$ cat src/rtl/pc.sv
// rtl/pc.sv - program-counter register at the head of the fetch stage
//
// Captures the next-PC value from upstream on every rising clk edge and
// presents it as the current fetch address. One-cycle load latency and a
// synchronous reset to RESET_VALUE. There is no enable: stalls are made
// upstream by feeding PC_out back into PC_in.
//
// Optional feature macro: PC_ALIGN_EN
//   defined   - bits [1:0] of every loaded value (including RESET_VALUE)
//               are forced to 0, so PC_out is always word aligned.
//               Requires WIDTH >= 2.
//   undefined - PC_in is loaded bit-exact.
//
// Parameters:
//   WIDTH        bit width of PC_in / PC_out
//   RESET_VALUE  value loaded on reset (must fit in WIDTH bits)
//
// Ports:
//   clk     in   1      clock, all state updates on rising edge
//   reset   in   1      synchronous active-high reset, priority over load
//   PC_in   in   WIDTH  next program-counter value
//   PC_out  out  WIDTH  current program-counter value, registered

module pc #(
  parameter int unsigned            WIDTH       = 8,
  parameter logic [WIDTH-1:0]       RESET_VALUE = '0
) (
  input  logic             clk,
  input  logic             reset,
  input  logic [WIDTH-1:0] PC_in,
  output logic [WIDTH-1:0] PC_out
);

`ifdef PC_ALIGN_EN
  // Clear the two byte-offset bits so every fetch address is a word address.
  localparam logic [WIDTH-1:0] LOAD_MASK = ~(WIDTH'(3));
`else
  localparam logic [WIDTH-1:0] LOAD_MASK = '1;
`endif

  localparam logic [WIDTH-1:0] RESET_LOAD = RESET_VALUE & LOAD_MASK;

  logic [WIDTH-1:0] r_pc;
  logic [WIDTH-1:0] w_pc_next;

  assign w_pc_next = PC_in & LOAD_MASK;

  always_ff @(posedge clk) begin
    if (reset) begin
      r_pc <= RESET_LOAD;
    end else begin
      r_pc <= w_pc_next;
    end
  end

  // Driven straight from the register: no combinational path from PC_in.
  assign PC_out = r_pc;

endmodule

$ cat config.mk
export PLATFORM = sky130hd
export DESIGN_NAME = pc
export DESIGN_NICKNAME = d
export VERILOG_FILES = /design/src/rtl/pc.sv
export SDC_FILE = /design/constraint.sdc
export NUM_CORES = 1
export LEC_CHECK = 0
export ABC_AREA = 1
export CORE_AREA = 3 3 40 42
export CTS_CLUSTER_SIZE = 24
export DETAILED_ROUTE_END_ITERATION = 10
export DIE_AREA = 0 0 43 45
export GPL_ROUTABILITY_DRIVEN = 0
export PLACE_DENSITY_LB_ADDON = 0.2
export SYNTH_ARGS = -nofsm -noshare
export SYNTH_HDL_FRONTEND = slang
export SYNTH_SLANG_ARGS = --single-unit
$ cat constraint.sdc
create_clock -name clk -period 0.8 [get_ports clk]
set_input_delay 0.2 -clock clk [delete_from_list [all_inputs] [get_ports clk]]
set_output_delay 0.2 -clock clk [all_outputs]
set_load 0.005 [all_outputs]
* Word level (Yosys, flattened, before mapping)
Cells that the tools add are included.
** Storage, ports and cells
- Flip-flop bits (word level) :: 8
- Output and inout bits :: 8
- Logic and storage cells :: 1

* Longest topological paths before layout
Gate-level depths: netlist of run 1.
- Word-level depth :: 0
- Depth in mapped cells :: 2
- Gate-level depth less buffers :: 2

* Least setup slack after synthesis of run 1
OpenSTA, ideal clock, no wires.
- Path type :: reg-to-output
- From :: register r_pc[0] (netlist: PC_out[0])
- To :: output PC_out[0]
- Arrival :: 0.298 ns
- Slack :: 0.302 ns
- Stages on the path, launching flop included :: 1
- Cell sequence :: dfxtp_1
** RTL lines
- start, declared :: line 43 : logic [WIDTH-1:0] r_pc;
- start signal, assigned :: line 52 : r_pc <= w_pc_next;
- end, declared :: line 31 : output logic [WIDTH-1:0] PC_out
No word-level cell between the ends.

* Final worst setup path of run 1
- From :: register r_pc[1] (netlist: PC_out[1])
- To :: output PC_out[1]
No word-level cell between the ends.

==> results of run 1 <==
==> power by group <==
part / total (mW) / switching (mW) / leakage [nW] / internal, mW
Clock: 0.295 / 0.125 / 0.0138 / 0.171
Combinational: 0.0892 / 0.0295 / 0.134 / 0.0597
Sequential: 0.428 / 0.00524 / 0.0680 / 0.423
==> logic make-up (layout without fill, tap and decap cells) <==
family / Yosys count / count (layout) / share of synthesized area (%)
buffers and inverters: 9 / 28 / 17.8
DFF: 8 / 8 / 69.2
and+or+nand+nor: 8 / 8 / 13.0
==> metrics by stage <==
| stage | cells | setup slack (ns) | power (mW) | utilization, % |
|---|---|---|---|---|
| 3_5_place_dp | 56 | -0.307 | 0.545 | 31.8 |
| 4_1_cts | 59 | -0.0864 | 0.835 | 30.8 |
| 3_3_place_gp | 56 | -0.244 | 0.541 | 31.8 |
| 2_1_floorplan | 25 | 0.302 | 0.461 | - |
| 5_1_grt | 59 | -0.0997 | 0.871 | 31.4 |
| 6_report | 59 | -0.0675 | 0.813 | 31.4 |
==> placed cells by master (no fill, tap or decap), drive strengths merged <==
cell type,netlist,routed
clkdlybuf4s50,0,8
clkbuf,0,3
dfxtp,8,8
dlygate4sd2,0,1
buf,1,8
inv,8,8
nor2,8,8
==> per-layer routing <==
metal | wire length, microns | up-vias | track usage [%] | share of wire, %
met5 | 0 | - | 0 | 0
li1 | - | 105 | - | -
met2 | 291 | 10 | 11.1 | 57
met3 | 58 | 0 | 2.39 | 11
met4 | 0 | 0 | 7.23 | 0
met1 | 163 | 78 | 5.58 | 32
==> Yosys cell counts, drive strengths merged <==
| library cell | instances | area, sq um |
|---|---|---|
| buf | 1 | 11.3 |
| nor2 | 8 | 30.0 |
| dfxtp | 8 | 160 |
| inv | 8 | 30.0 |
==> worst max path at each step <==
stage           endpoint       from  slack (ns)
2_1_floorplan  PC_out[0]  PC_out[0]        0.30
3_3_place_gp   PC_out[4]      reset       -0.24
3_5_place_dp   PC_out[2]      reset       -0.31
4_1_cts        PC_out[1]  PC_out[1]       -0.09
5_1_grt        PC_out[2]  PC_out[2]        -0.1
6_report       PC_out[1]  PC_out[1]       -0.07
==> cell type report <==
| type | instances | area (sq um) | area share, % |
|---|---|---|---|
| Clock buffer | 3 | 22.5 | 5.59 |
| Multi-Input combinational cell | 8 | 30.0 | 7.45 |
| Inverter | 8 | 30.0 | 7.45 |
| Sequential cell | 8 | 166 | 41.3 |
| Timing Repair Buffer | 17 | 135 | 33.5 |
| Tap cell | 15 | 18.8 | 4.66 |
==> what timing repair did <==
action,in CTS,in global routing
endpoints found under the hold margin,0,0
resized for setup,37,2
hold buffers,0,0
endpoints found under the setup margin,16,8
setup buffers,0,0
==> results.yml, run 1 <==
timing:
  finalCritPeriodShare_pct: 108
  maxSlewViolCount: 0
  setup_slack_ns: -0.0675
  period_needed_ns: 0.868
  tns_ns: -0.457
  holdWs_ns: 0.441
  rsz0062_at_grt: "yes"
  relSlewSlack_pct: 80.0
  tightest_slew_ns: 0.300
  final_hold_viol_count: 0
  setup_viol: 8
  timing.fmax_mhz: 1150
global_route:
  grt_antenna_before_repair: 0
  first_global_vias: 188
  gr-usage-all-layers_pct: 6.51
  grt_pass1_wl_microns: 834
  grt_start_max_net_pins: 9
  grt_overflow: 0
finish:
  num-fill-cells: 140
  largest_register_ffs: 8
  area_growth_syn_to_layout_pct: 74.1
  diodes: 0
  final_area_sq_um: 403
  drive_gt1_share_pct: 36.4
  nets: 56
pwr:
  p_leak_nw: 0.216
  powerDensity_nw_per_um2: 2020
  ir_drop_uv: 576
die:
  die_area_sq_um: 1940
  core_area_sq_um: 1280
  boundaryPins: 18
  die-width_microns: 43
  initial_core_util_pct: 18.0
  dieHeight_microns: 45
  row_count: 13
critical_path:
  slowest_delay_ns: 0.31
  cp_cell_sequence: "buf_2"
  required_ns: 0.60
  worst-endpoint-arrival_ns: 0.67
  critPathCaptureType: "output pin"
  crit_path_max_fanout: 1
  crit_slowest_cell: "dfxtp_2"
  critical_path.top_delay_family: "flip-flops"
  worstSetupStartpointType: "register"
  cp.depth: 1
  cp_num_buf_inv: 1
  critPathKind: "register to output pin"
yosys:
  synth_cell_type_count: 4
  yosys_warnings: 0
  synthCells: 25
  synth-seq-cells: 8
  synth.net_count: 35
  synth.yosys.seq_area_share_pct: 69.2
  syn_area_sq_um: 231
  syn_avg_cell_area_sq_um: 9.26
clock_tree:
  cts_tree: "done"
  clockRootBuffer: "clkbuf_4"
  clk_pin_slew_ns: 0.05
  cts_buffers: 3
  cts_buffer_depth: 2
  cts.htree.levels: 1
  cts.sinks: 8
placement:
  hpwl_microns: 414
  portBuffers: 17
  postPlaceCellArea_sq_um: 409
detailed_routing:
  num_vias: 193
  drc_errors: 0
  drt-total-wl_microns: 513
  wl_per_cell_microns: 8.69
  drtIter0Drc: 0
  ant_nets: 0
  via_per_inst: 3.27
  first_pass_iters: 1
min_path:
  holdCritPathClass: "input pin to register"
  worstHoldStart: "reset"
  min_to: "PC_out[6]"
  min_path_cells: 2
run_status:
  violations: "negative setup slack"
  status: "finished with violations"
run:
  drv_cap: 0
Note: power is estimated with default switching activity, not from simulation.
==> run 2, diff against run 1 <==
Settings changed: CORE_AREA 3 3 40 42 to 2 2 39 41, DIE_AREA 0 0 43 45 to 0 0 41 43, TNS_END_PERCENT set to 50.
==> results.yml, run 2 (synthesis results as in run 1) <==
run_status:
  status: "finished with violations"
  violations: "negative setup slack"
clock_tree:
  cts_setup_buffers: 0
  cts.sinks: 8
  cts_tree: "done"
  clockRootBuffer: "clkbuf_4"
  cts_buffers: 3
  clk_pin_slew_ns: 0.05
  cts.htree.levels: 1
  cts_buffer_depth: 2
critical_path:
  cp.depth: 1
  critPathCaptureType: "output pin"
  cp_cell_sequence: "buf_6"
  crit_path_max_fanout: 1
  worst-endpoint-arrival_ns: 0.65
  critPathKind: "register to output pin"
  cp_num_buf_inv: 1
  required_ns: 0.60
  worstSetupStartpointType: "register"
  crit_slowest_cell: "dfxtp_2"
  critical_path.top_delay_family: "flip-flops"
  slowest_delay_ns: 0.31
die:
  dieHeight_microns: 43
  core_area_sq_um: 1380
  initial_core_util_pct: 16.7
  boundaryPins: 18
  die-width_microns: 41
  die_area_sq_um: 1760
  row_count: 14
global_route:
  first_global_vias: 158
  grt_antenna_before_repair: 0
  grt_start_max_net_pins: 5
  grt_pass1_wl_microns: 607
  gr-usage-all-layers_pct: 5.73
  grt_overflow: 0
finish:
  mostFrequentLayoutCell: "clkdlybuf4s50_1"
  drive_gt1_share_pct: 30.4
  mostFrequentLayoutCells: "9 x clkdlybuf4s50_1, 8 x inv_1, 8 x nor2_1"
  final_util_pct: 30.0
  largest_register_ffs: 8
  area_growth_syn_to_layout_pct: 79.5
  nets: 58
  diodes: 0
detailed_routing:
  ant_nets: 0
  via_per_inst: 3.31
  drt-total-wl_microns: 434
  num_vias: 205
  first_pass_iters: 1
  drc_errors: 0
  wl_per_cell_microns: 7.00
  drtIter0Drc: 0
pwr:
  p_comb_share_pct: 11.9
  switching_share_pct: 19.4
  p_sw_mw: 0.159
  powerDensity_nw_per_um2: 1970
  clockPowerShare_pct: 36.1
  p_leak_nw: 0.223
  intPower_mw: 0.659
  totalPowerFinal_mw: 0.818
  seqPwrFrac_pct: 52.0
  ir_drop_uv: 700
placement:
  hpwl_microns: 337
  post-place-ws_ns: -0.185
  portBuffers: 17
run:
  drv_cap: 0
timing:
  rsz0062_at_grt: "yes"
  tightest_slew_ns: 0.0714
  tns_ns: -0.388
  final_hold_viol_count: 0
  period_needed_ns: 0.854
  setup_slack_ns: -0.0545
  relSlewSlack_pct: 95.2
  setup_viol: 8
  timing.fmax_mhz: 1170
  maxSlewViolCount: 0
  finalCritPeriodShare_pct: 107
min_path:
  min_path_cells: 3
  holdCritPathClass: "input pin to register"
  min_to: "PC_out[2]"
  worstHoldStart: "PC_in[2]"
[run 2: cell types whose count changed in the layout (fill, tap and decap cells not counted), sizes merged]
cell / before / now
clkdlybuf4s50: 8 / 9
dlygate4sd2: 1 / 0
buf: 8 / 10
[run 2: through the flow]
| stage | hold WS, ns | instance area (sq um) | cells |
|---|---|---|---|
| after floorplan | 0.307 | 231 | 25 |
| after global placement | 0.721 | 425 | 59 |
| after detailed placement | 0.728 | 425 | 59 |
| after CTS | 0.465 | 408 | 62 |
| after global routing | 0.480 | 415 | 62 |
| final | 0.466 | 415 | 62 |
[run 2: what timing repair did]
item,CTS,global route
hold endpoints to repair,0,0
setup endpoints to repair,8,8
hold buffers,0,0
resized for setup,32,2
[run 2: power by group through the flow]
stage               combinational, mW  clock [mW]  sequential [mW]
floorplan                      0.0236           0            0.437
global placement                0.116           0            0.433
detailed placement              0.116           0            0.434
CTS                            0.0970       0.307            0.425
global route                    0.108       0.323            0.427
finish                         0.0977       0.295            0.425
[run 2: worst max-delay path by stage]
stage,end,from
2_1_floorplan,PC_out[0],PC_out[0]
3_3_place_gp,PC_out[1],PC_out[1]
3_5_place_dp,PC_out[5],PC_out[5]
4_1_cts,PC_out[5],PC_out[5]
5_1_grt,PC_out[2],PC_out[2]
6_report,PC_out[2],PC_out[2]
[run 2: tightest hold or removal path, delay by kind of cell]
family	cells	cell delay [ns]
buffers and inverters	2	0.45
AND/OR/NAND/NOR	1	0.03
[run 2: area by class of cell]
| cell class | instances | area [sq um] |
|---|---|---|
| clock buffers | 3 | 22.5 |
| fillers | 167 | 968 |
| inverters | 8 | 30.0 |
| multi-input cells | 8 | 30.0 |
| flip-flops and latches | 8 | 161 |
| well taps | 16 | 20.0 |
| repair buffers | 19 | 151 |
[run 2: per-layer routing]
layer / global-route usage, % / routed length (microns)
met1: 6.77 / 173
met2: 5.63 / 192
met3: 3.14 / 68
met4: 8.00 / 0
met5: 0 / 0
